--- src/rtl/down_counter_arbiter_311.sv ---
// down_counter_arbiter_311
// Shares one loadable down-counter timer among NREQ requesters using
// round-robin arbitration. The winner's load value is loaded, counted down
// to zero, and a one-cycle done pulse is returned to that requester.
// All state updates happen on the falling edge of clk_311.
//
// Optional feature macro: DCA_ABORT_EN
//   defined   : the owner dropping its request in LOAD or COUNT aborts the
//               countdown (back to IDLE, no done pulse, counter holds).
//   undefined : request withdrawal is ignored once granted.
//
// Ports
//   clk_311    in   clock (state updates on negedge)
//   reset_311  in   synchronous active-low reset
//   req_311    in   [NREQ]        request levels, held until grant
//   load_311   in   [NREQ*WIDTH]  load values, requester i at [i*WIDTH +: WIDTH]
//   grant_311  out  [NREQ]        one-hot registered grant, 0 when idle
//   owner_311  out  [OWNER_W]     current grantee index, valid while busy
//   busy_311   out  high in LOAD, COUNT and DONE
//   count_311  out  [WIDTH]       current counter value
//   done_311   out  [NREQ]        one-hot one-cycle completion pulse
//
// state | meaning
// ------+-------------------------------------------------------------
// IDLE  | no owner; arbitrate among pending requests
// LOAD  | owner granted; capture owner's load value into the counter
// COUNT | decrement toward zero, never below it
// DONE  | done pulse to owner; release grant and advance RR pointer next

module down_counter_arbiter_311 #(
  parameter int NREQ    = 4,
  parameter int WIDTH   = 8,
  parameter int OWNER_W = 2
) (
  input  logic                    clk_311,
  input  logic                    reset_311,
  input  logic [NREQ-1:0]         req_311,
  input  logic [NREQ*WIDTH-1:0]   load_311,
  output logic [NREQ-1:0]         grant_311,
  output logic [OWNER_W-1:0]      owner_311,
  output logic                    busy_311,
  output logic [WIDTH-1:0]        count_311,
  output logic [NREQ-1:0]         done_311
);

  typedef enum logic [1:0] {IDLE, LOAD, COUNT, DONE} state_t;

  state_t             state;
  logic [OWNER_W-1:0] rr_ptr;
  logic [OWNER_W-1:0] pick;
  logic               pick_valid;
  logic [OWNER_W-1:0] owner_next;
  logic [WIDTH-1:0]   load_sel;
  logic               abort;

  // Scan from the highest offset down so the lowest offset from rr_ptr
  // (the first set bit at or above the pointer, wrapping) wins.
  always_comb begin
    int idx;
    pick       = '0;
    pick_valid = 1'b0;
    idx        = 0;
    for (int i = NREQ - 1; i >= 0; i--) begin
      idx = int'(rr_ptr) + i;
      if (idx >= NREQ) idx = idx - NREQ;
      if (req_311[idx]) begin
        pick       = OWNER_W'(idx);
        pick_valid = 1'b1;
      end
    end
  end

  assign owner_next = (int'(owner_311) == NREQ - 1) ? '0 : owner_311 + OWNER_W'(1);
  assign load_sel   = load_311[int'(owner_311)*WIDTH +: WIDTH];

`ifdef DCA_ABORT_EN
  assign abort = ~req_311[owner_311];
`else
  assign abort = 1'b0;
`endif

  always_ff @(negedge clk_311) begin
    if (!reset_311) begin
      state     <= IDLE;
      rr_ptr    <= '0;
      grant_311 <= '0;
      owner_311 <= '0;
      busy_311  <= 1'b0;
      count_311 <= '0;
      done_311  <= '0;
    end else begin
      case (state)
        IDLE: begin
          if (pick_valid) begin
            grant_311 <= NREQ'(1) << pick;
            owner_311 <= pick;
            busy_311  <= 1'b1;
            state     <= LOAD;
          end
        end
        LOAD: begin
          if (abort) begin
            grant_311 <= '0;
            busy_311  <= 1'b0;
            rr_ptr    <= owner_next;
            state     <= IDLE;
          end else begin
            count_311 <= load_sel;
            state     <= COUNT;
          end
        end
        COUNT: begin
          if (abort) begin
            grant_311 <= '0;
            busy_311  <= 1'b0;
            rr_ptr    <= owner_next;
            state     <= IDLE;
          end else if (count_311 == '0) begin
            done_311 <= NREQ'(1) << owner_311;
            state    <= DONE;
          end else begin
            count_311 <= count_311 - WIDTH'(1);
          end
        end
        DONE: begin
          grant_311 <= '0;
          done_311  <= '0;
          busy_311  <= 1'b0;
          rr_ptr    <= owner_next;
          state     <= IDLE;
        end
        default: state <= IDLE;
      endcase
    end
  end

endmodule

--- config.mk ---
export PLATFORM = sky130hd
export DESIGN_NAME = down_counter_arbiter_311
export DESIGN_NICKNAME = d
export VERILOG_FILES = /design/src/rtl/down_counter_arbiter_311.sv
export SDC_FILE = /design/constraint.sdc
export NUM_CORES = 1
export LEC_CHECK = 0
export BUFFER_PORTS_ARGS = -buffer_cell sky130_fd_sc_hd__buf_4
export CORE_AREA = 2 2 58 60
export CTS_CLUSTER_DIAMETER = 50
export CTS_CLUSTER_SIZE = 40
export DETAILED_ROUTE_END_ITERATION = 6
export DIE_AREA = 0 0 60 62
export PLACE_DENSITY = 0.79
export REMOVE_ABC_BUFFERS = 1
export SETUP_SLACK_MARGIN = 0.05
export SYNTH_ARGS = -nofsm -noshare
export SYNTH_HDL_FRONTEND = slang
export SYNTH_SLANG_ARGS = --single-unit
--- constraint.sdc ---
create_clock -name clk_311 -period 5.19 [get_ports clk_311]
set_input_delay 0.2595 -clock clk_311 [delete_from_list [all_inputs] [get_ports clk_311]]
set_output_delay 0.2595 -clock clk_311 [all_outputs]
set_load 0.02 [all_outputs]
==> results.toml, run 1 <==
[status]
status = "finished, final reports clean"

[worst_setup_path]
worst-path-max-fanout = 8
critical_path_arrival_ps = 3610
endpoint_kind = "output port"
worst-path-buf-inv = 1
max_stage_delay_ps = 440
crit_type = "reg -> out"
start_kind = "flop"
critPathTopFamily = "flip-flops"
critPathSlowestCell = "dfxtp_1"
critPathRequiredTime_ps = 4930
cp_cell_sequence = "buf_4"

[power_and_ir_drop]
p_clk_share_pct = 16.3
p_sw_share_pct = 47.1
irDropWorstVdd_mv = 0.226
p_per_area_nw_per_um2 = 474
switching_power_mw = 0.474
p_int_mw = 0.531
p_comb_share_pct = 55.4
p_seq_share_pct = 28.3
power.leakage_nw = 0.981
power.total_mw = 1.01

[clock_network]
cts-root-buf = "clkbuf_4"
insertion_delay_ps = 410
ctsHoldBuffers = 0
clock_path_buffers = 2
numCtsBuffers = 3
cts_tree = "done"
cts_resized = 0
clkSlewWorstSetupHoldPaths_ps = 40
cts_setup_buffers = 0
clock_sinks = 23
htree_levels = 1

[routing]
drtIter0Drc = 126
ant_nets = 0
drc_errors = 0
drt_first_pass_iters = 4
routed_wl_um = 3830
viasPerCell = 5.44
wl_per_cell_um = 12.8
via_count = 1631

[floorplanning]
fp.coreArea_um2 = 3180
die_w_um = 60
design.die.area_um2 = 3720
rows = 21
fp.dieH_um = 62
initial_utilization_pct = 49.0
top_level_ports = 57

[finish]
layout_commonest_cell = "buf_4"
drive_gt1_share_pct = 30.3
final_cell_mix = "buf_4, inv_1, dfxtp_1"
nets = 304
synthToLayoutAreaGrowth_pct = 36.3
diodes = 0

[place]
dp_hpwl_um = 2900
finalWeightedCongestion = 0.834
io_buffers = 56

[sta]
worst_slew_pin_slew_ps = 502
hold_ws_ps = 472
fin_skew_ps = 31.4
hold_violations = 0
setup_viol_count_final = 0
finalSetupTns_ps = 0
max-slew-margin-rel_pct = 66.1
rsz0062_at_grt = "no"
slew_viol_final = 0

[global_route]
grt_pass1_vias = 1544
antenna_found_initial = 0
grt_overflow = 0
grt_pass1_wl_um = 6290
grt_start_max_net_pins = 21
grt_util_all_layers_pct = 21.8

[yosys]
syn_area_um2 = 1560
synth-edff-count = 0
ys_warn_count = 0
seq_area_frac_synth_pct = 29.6
ys_seq_elements = 23
async_reset_ff_share_pct = 0
synth-main-ff-cell = "dfxtp_1"
netlist_instances = 178
synth.avg_cell_area_um2 = 8.75
synth_cell_types = 45

[flow_run]
maxCapViolations = 0

[min_path]
hp-class = "reg -> reg"
[layout make-up]
cell class / count / area [µm²]
clock inverters: 24 / 95.1
fillers: 288 / 1060
repair buffers: 58 / 435
clock buffers: 3 / 22.5
flip-flops and latches: 23 / 460
well taps: 46 / 57.6
inverters: 13 / 48.8
multi-input cells: 133 / 1000
[cell usage after synthesis, types with 2 or more instances]
cell type | n | area share [%]
o211ai_1 | 2 | 0.96
or3_1 | 2 | 0.80
ha_1 | 11 | 8.8
a311oi_1 | 2 | 1.1
nand2b_1 | 4 | 1.6
o32ai_1 | 5 | 2.8
mux2i_1 | 3 | 1.9
o22ai_1 | 2 | 0.80
buf_2 | 3 | 0.96
nand3_1 | 12 | 3.9
a31o_2 | 2 | 1.1
dfxtp_1 | 23 | 30
a21oi_1 | 15 | 4.8
o31ai_1 | 2 | 0.96
o21ai_0 | 5 | 1.6
mux4_2 | 8 | 12
o31a_1 | 2 | 1.1
clkbuf_1 | 4 | 0.96
inv_1 | 13 | 3.1
nor3_1 | 4 | 1.3
or2_2 | 2 | 0.80
nor2_1 | 10 | 2.4
and2_1 | 2 | 0.80
nand2_1 | 19 | 4.6
[flip-flops by register name, summed over array words and instances (netlist names)]
name       count
busy_311       1
rr_ptr         2
state          2
count_311      8
owner_311      2
grant_311      4
done_311       4
[power by group through the flow]
stage | clock network (mW) | logic (mW) | registers, mW
after floorplan | 0.0283 | 0.326 | 0.340
after global placement | 0.0283 | 0.549 | 0.287
after detailed placement | 0.0283 | 0.556 | 0.288
after CTS | 0.172 | 0.557 | 0.284
after global routing | 0.189 | 0.622 | 0.293
final | 0.164 | 0.557 | 0.285
[path summary, 6_finish.rpt]
path / cells after the start / from / slack [ps] / to
hold / removal: 2 / done_311[0]$_SDFFE_NN0P_ / 470 / done_311[0]$_SDFFE_NN0P_
setup / recovery: 1 / count_311[2]$_SDFFE_NN0P_ / 1320 / count_311[2]
hold reg to reg: 2 / done_311[0]$_SDFFE_NN0P_ / 470 / done_311[0]$_SDFFE_NN0P_
setup reg to reg: 6 / state[0]$_SDFFE_NN0P_ / 2760 / count_311[5]$_SDFFE_NN0P_
[per-layer routing]
layer	global-route usage, %	up-vias	wire length, µm
li1	-	812	-
met1	25.7	765	1620
met2	37.1	54	1980
met3	7.66	0	234
met4	7.30	0	0
met5	0	-	0
[metrics by stage]
| step | area (µm²) | utilization [%] | setup slack [ps] | instances |
|---|---|---|---|---|
| 6_report | 2120 | 66.8 | 1320 | 300 |
| 2_1_floorplan | 1520 | - | 1390 | 170 |
| 3_5_place_dp | 2010 | 63.2 | 1120 | 274 |
| 4_1_cts | 2120 | 66.8 | 1300 | 300 |
| 3_3_place_gp | 2010 | 63.2 | 1210 | 274 |
| 5_1_grt | 2120 | 66.8 | 1230 | 300 |
[cell families (layout without fill, tap and decap cells)]
group                    after synthesis  in the layout  synth area share, %
AND/OR/NAND/NOR                       63             63                 20.3
multiplexers                          11             11                 13.5
adder cells (fa/ha/maj)               11             11                 8.84
buffers and inverters                 22             98                 6.02
AO/OA/AOI/OAI                         48             48                 21.8
flip-flops                            23             23                 29.6
No activity file was read; power rests on OpenSTA's default activity.
==> inputs of run 2 (changes only) <==
Settings changed: CORE_AREA 2 2 58 60 to 2 2 60 62, DIE_AREA 0 0 60 62 to 0 0 62 64, PLACE_DENSITY 0.79 to 0.75.
Clock period 5.19 ns to 3.7 ns, I/O delays scaled along.
==> results.toml, run 2 (same netlist as run 1, synthesis figures left out) <==
[status]
status = "finished, final reports clean"

[finish]
multi_input_area_um2 = 1000
largest_register_ffs = 8
layout_commonest_cell = "buf_4"
synthToLayoutAreaGrowth_pct = 36.0
top_regs = "count_311: 8 flops, done_311: 4 flops, grant_311: 4 flops"
ff_latch_area_um2 = 460
final_cell_mix = "buf_4, inv_1, dfxtp_1"
nFillCells = 314
drive_gt1_share_pct = 29.9
largest-register = "count_311"
design_area_um2 = 2120
diodes = 0
nets = 304

[worst_setup_path]
critPathTopFamily = "flip-flops"
r2r_cells = 6
start_kind = "flop"
cp_cell_sequence = "buf_4"
worst-path-buf-inv = 1
max_stage_delay_ps = 440
critPathSlowestCell = "dfxtp_1"
cp.depth = 1
critical_path_arrival_ps = 2870
crit_type = "reg -> out"
critPathRequiredTime_ps = 3510
endpoint_kind = "output port"
worst-path-max-fanout = 8

[routing]
via_count = 1674
routed_wl_um = 4080
drc_errors = 0
wl_per_cell_um = 13.6
drt_first_pass_iters = 5
ant_nets = 0
drtIter0Drc = 131
viasPerCell = 5.58

[floorplanning]
fp.dieH_um = 64
top_level_ports = 57
rows = 21
fp.coreArea_um2 = 3280
die_w_um = 62
design.die.area_um2 = 3970
initial_utilization_pct = 47.4

[global_route]
grt_util_all_layers_pct = 22.3
antenna_found_initial = 0
grt_pass1_vias = 1613
grt_start_max_net_pins = 21
grt_pass1_wl_um = 6820
grt_overflow = 0

[flow_run]
maxCapViolations = 0

[place]
dp_hpwl_um = 3020
placed_area_um2 = 2010
dp_slack_ps = 464
finalWeightedCongestion = 0.834
io_buffers = 56

[clock_network]
cts_resized = 0
numCtsBuffers = 3
cts_tree = "done"
htree_levels = 1
cts_setup_buffers = 0
clock_path_buffers = 2
clkSlewWorstSetupHoldPaths_ps = 40
insertion_delay_ps = 390
ctsHoldBuffers = 0
clock_sinks = 23
cts-root-buf = "clkbuf_4"

[power_and_ir_drop]
power.total_mw = 1.42
irDropWorstVdd_mv = 0.318
p_per_area_nw_per_um2 = 668
power.leakage_nw = 0.982

[sta]
slew_viol_final = 0
fin_skew_ps = 17.3
hold_ws_ps = 469
hold_violations = 0
setup_viol_count_final = 0
layout_setup_ws_ps = 644
finalSetupTns_ps = 0
rsz0062_at_grt = "no"
worst_slew_pin_slew_ps = 548
max-slew-margin-rel_pct = 63.4

[min_path]
hold_path_depth = 2
hp-class = "reg -> reg"
==> run 2: per-layer routing <==
layer	track usage [%]	share of wire (%)	wire length, µm	vias up
li1	-	-	-	816
met1	25.3	41	1660	791
met2	37.5	53	2140	61
met3	7.29	5.8	237	6
met4	8.24	0.98	40	0
met5	0	0	0	-
==> run 2: final timing paths <==
kind	slack, ps	to	startpoint
worst max-delay path	640	count_311[2]	count_311[2]$_SDFFE_NN0P_
worst min-delay path	470	done_311[2]$_SDFFE_NN0P_	done_311[2]$_SDFFE_NN0P_
worst max register to register	1220	count_311[5]$_SDFFE_NN0P_	state[0]$_SDFFE_NN0P_
worst min register to register	470	done_311[2]$_SDFFE_NN0P_	done_311[2]$_SDFFE_NN0P_
==> run 2: report_power, final <==
group	total, mW	switching (mW)	internal (mW)
Combinational	0.795	0.447	0.347
Sequential	0.402	0.0783	0.323
Clock	0.219	0.147	0.0715
==> run 2: through the flow <==
step	util [%]	instances
after floorplan	-	170
after detailed placement	61.2	274
after global routing	64.5	300
after CTS	64.5	300
after global placement	61.2	274
final	64.5	300
==> run 2: final cells by class <==
| cell class | count | area share [%] |
|---|---|---|
| Clock buffer | 3 | 1.06 |
| Clock inverter | 24 | 4.25 |
| Inverter | 13 | 2.30 |
| Multi-Input combinational cell | 133 | 47.4 |
| Sequential cell | 23 | 21.7 |
| Tap cell | 46 | 2.72 |
| Timing Repair Buffer | 58 | 20.6 |
==> inputs of run 3 (changes only) <==
Settings changed: ABC_AREA set to 1, CORE_AREA 2 2 60 62 to 2 2 61 63, DIE_AREA 0 0 62 64 to 0 0 63 65, PLACE_DENSITY 0.75 to 0.77.
Clock period 3.7 ns to 3 ns, I/O delays scaled along.
==> results.toml, run 3 <==
[yosys]
synth-edff-count = 0
syn_area_um2 = 1710
ys_seq_elements = 23
seq_area_frac_synth_pct = 26.9
async_reset_ff_share_pct = 0
synth_cell_types = 28
ys_warn_count = 0
yosysMostFrequentCell = "nand2_1"
synthTopCellsByCount = "nand2_1, a21oi_1, inv_1, o21ai_0, dfxtp_1"
synthTopCellsByArea = "dfxtp_1, nand2_1, a21oi_1, ha_1, o21ai_0"
netlist_instances = 256
synth.avg_cell_area_um2 = 6.70
synth.largest_area_cell = "dfxtp_1"
yosys.area.top_type_share_pct = 26.9
synth-main-ff-cell = "dfxtp_1"

[worst_setup_path]
worst-path-buf-inv = 1
worst-path-max-fanout = 5
critPathRequiredTime_ps = 2850
start_kind = "flop"
max_stage_delay_ps = 410
endpoint_kind = "output port"
reg2reg_from = "state[0]$_SDFFE_NN0P_"
crit_path_start = "count_311[2]$_SDFFE_NN0P_"
cp_cell_sequence = "buf_4"
crit_type = "reg -> out"
critical_path_arrival_ps = 2480
critPathSlowestCell = "dfxtp_1"
critPathTopFamily = "flip-flops"

[sta]
hold_violations = 0
finalSetupTns_ps = 0
rsz0062_at_grt = "no"
slew_viol_final = 0
setup_viol_count_final = 0
max-slew-margin-rel_pct = 65.7
fin_skew_ps = 27.0
worst_slew_pin_slew_ps = 515

[clock_network]
cts-root-buf = "clkbuf_4"
ctsHoldBuffers = 0
clkSlewWorstSetupHoldPaths_ps = 50
clock_sinks = 23
htree_levels = 1
cts_tree = "done"
cts_setup_buffers = 0
insertion_delay_ps = 410
cts_resized = 0
numCtsBuffers = 3
clock_path_buffers = 2

[power_and_ir_drop]
switching_power_mw = 1.14
p_sw_share_pct = 50.5
power.leakage_nw = 1.23
p_int_mw = 1.12
irDropWorstVdd_mv = 0.405
p_per_area_nw_per_um2 = 979
p_clk_share_pct = 16.1
p_comb_share_pct = 61.5
p_seq_share_pct = 22.3

[place]
io_buffers = 56
placed_area_um2 = 2170
finalWeightedCongestion = 0.858
dp_hpwl_um = 3300

[floorplanning]
initial_utilization_pct = 49.0
fp.dieH_um = 65
fp.coreArea_um2 = 3500
top_level_ports = 57
die_w_um = 63
design.die.area_um2 = 4100
rows = 22

[finish]
drive_gt1_share_pct = 27.1
final_cell_mix = "buf_4, nand2_1, inv_1"
multi_input_area_um2 = 1080
nets = 382
layout_commonest_cell = "buf_4"
nFillCells = 331
synthToLayoutAreaGrowth_pct = 34.3
top_regs = "count_311: 8 flops, done_311: 4 flops, grant_311: 4 flops"
largest_register_ffs = 8
ff_latch_area_um2 = 460
diodes = 0
largest-register = "count_311"
fin_util_pct = 65.9
design_area_um2 = 2300

[routing]
drtIter0Drc = 108
wl_per_cell_um = 11.7
drc_errors = 0
viasPerCell = 5.11
routed_wl_um = 4430
drt_first_pass_iters = 4
via_count = 1942
ant_nets = 0

[flow_run]
maxCapViolations = 0

[global_route]
grt_overflow = 0
grt_pass1_vias = 1863
antenna_found_initial = 0
grt_util_all_layers_pct = 23.5
grt_start_max_net_pins = 23
grt_pass1_wl_um = 7790

[min_path]
hp-class = "reg -> reg"
hold_start = "grant_311[3]$_SDFFE_NN0P_"

[status]
status = "finished, final reports clean"
[run 3: changes by cell type after synthesis, moves of 4 or more]
cell | previous run | this run
nand2_1 | 19 | 55
o21ai_0 | 5 | 27
a21oi_1 | 15 | 30
inv_1 | 13 | 28
nand2_2 | 0 | 12
mux4_2 | 8 | 0
nor2_1 | 10 | 16
o32ai_1 | 5 | 0
inv_2 | 0 | 4
nand2b_1 | 4 | 0
[run 3: logic make-up (layout without fill, tap and decap cells)]
family | count (synthesis) | in the layout | share of synthesized area [%]
AND/OR/NAND/NOR | 106 | 106 | 30.6
adder cells (fa/ha/maj) | 11 | 11 | 8.03
flip-flops | 23 | 23 | 26.9
XOR/XNOR | 4 | 4 | 2.04
buffers and inverters | 41 | 117 | 10.0
AO/OA/AOI/OAI | 71 | 71 | 22.5
[run 3: layout make-up]
| cell class | instances | area share (%) |
|---|---|---|
| clock buffers | 3 | 0.978 |
| inverters | 32 | 5.43 |
| clock inverters | 24 | 5.05 |
| repair buffers | 58 | 18.9 |
| well taps | 48 | 2.61 |
| flip-flops and latches | 23 | 20.0 |
| multi-input cells | 192 | 47.0 |
[run 3: final timing paths]
path | cells past startpoint | slack (ps) | end
setup / recovery | 1 | 370 | count_311[2]
hold / removal | 2 | 460 | grant_311[3]$_SDFFE_NN0P_
setup reg to reg | 8 | 980 | count_311[0]$_SDFFE_NN0P_
hold reg to reg | 2 | 460 | grant_311[3]$_SDFFE_NN0P_
[run 3: through the flow]
step / setup slack [ps] / hold WS (ps) / total power, mW / cells
floorplan: 456 / 513 / 1.52 / 248
global placement: 279 / 454 / 1.92 / 354
detailed placement: 232 / 457 / 1.93 / 354
CTS: 369 / 464 / 2.27 / 380
global route: 280 / 482 / 2.49 / 380
finish: 368 / 461 / 2.25 / 380
[run 3: power groups by stage]
stage / combinational (mW) / clock [mW] / sequential, mW
after floorplan: 0.838 / 0.0489 / 0.636
after global placement: 1.36 / 0.0489 / 0.506
after detailed placement: 1.38 / 0.0489 / 0.506
after CTS: 1.39 / 0.370 / 0.504
after global routing: 1.56 / 0.405 / 0.521
final: 1.39 / 0.363 / 0.503
[run 3: metal layers]
metal	up-vias	global-route usage (%)	wire length, µm
met3	8	5.90	211
met2	59	42.3	2270
li1	995	-	-
met5	-	0	0
met1	880	26.2	1880
met4	0	10.0	66
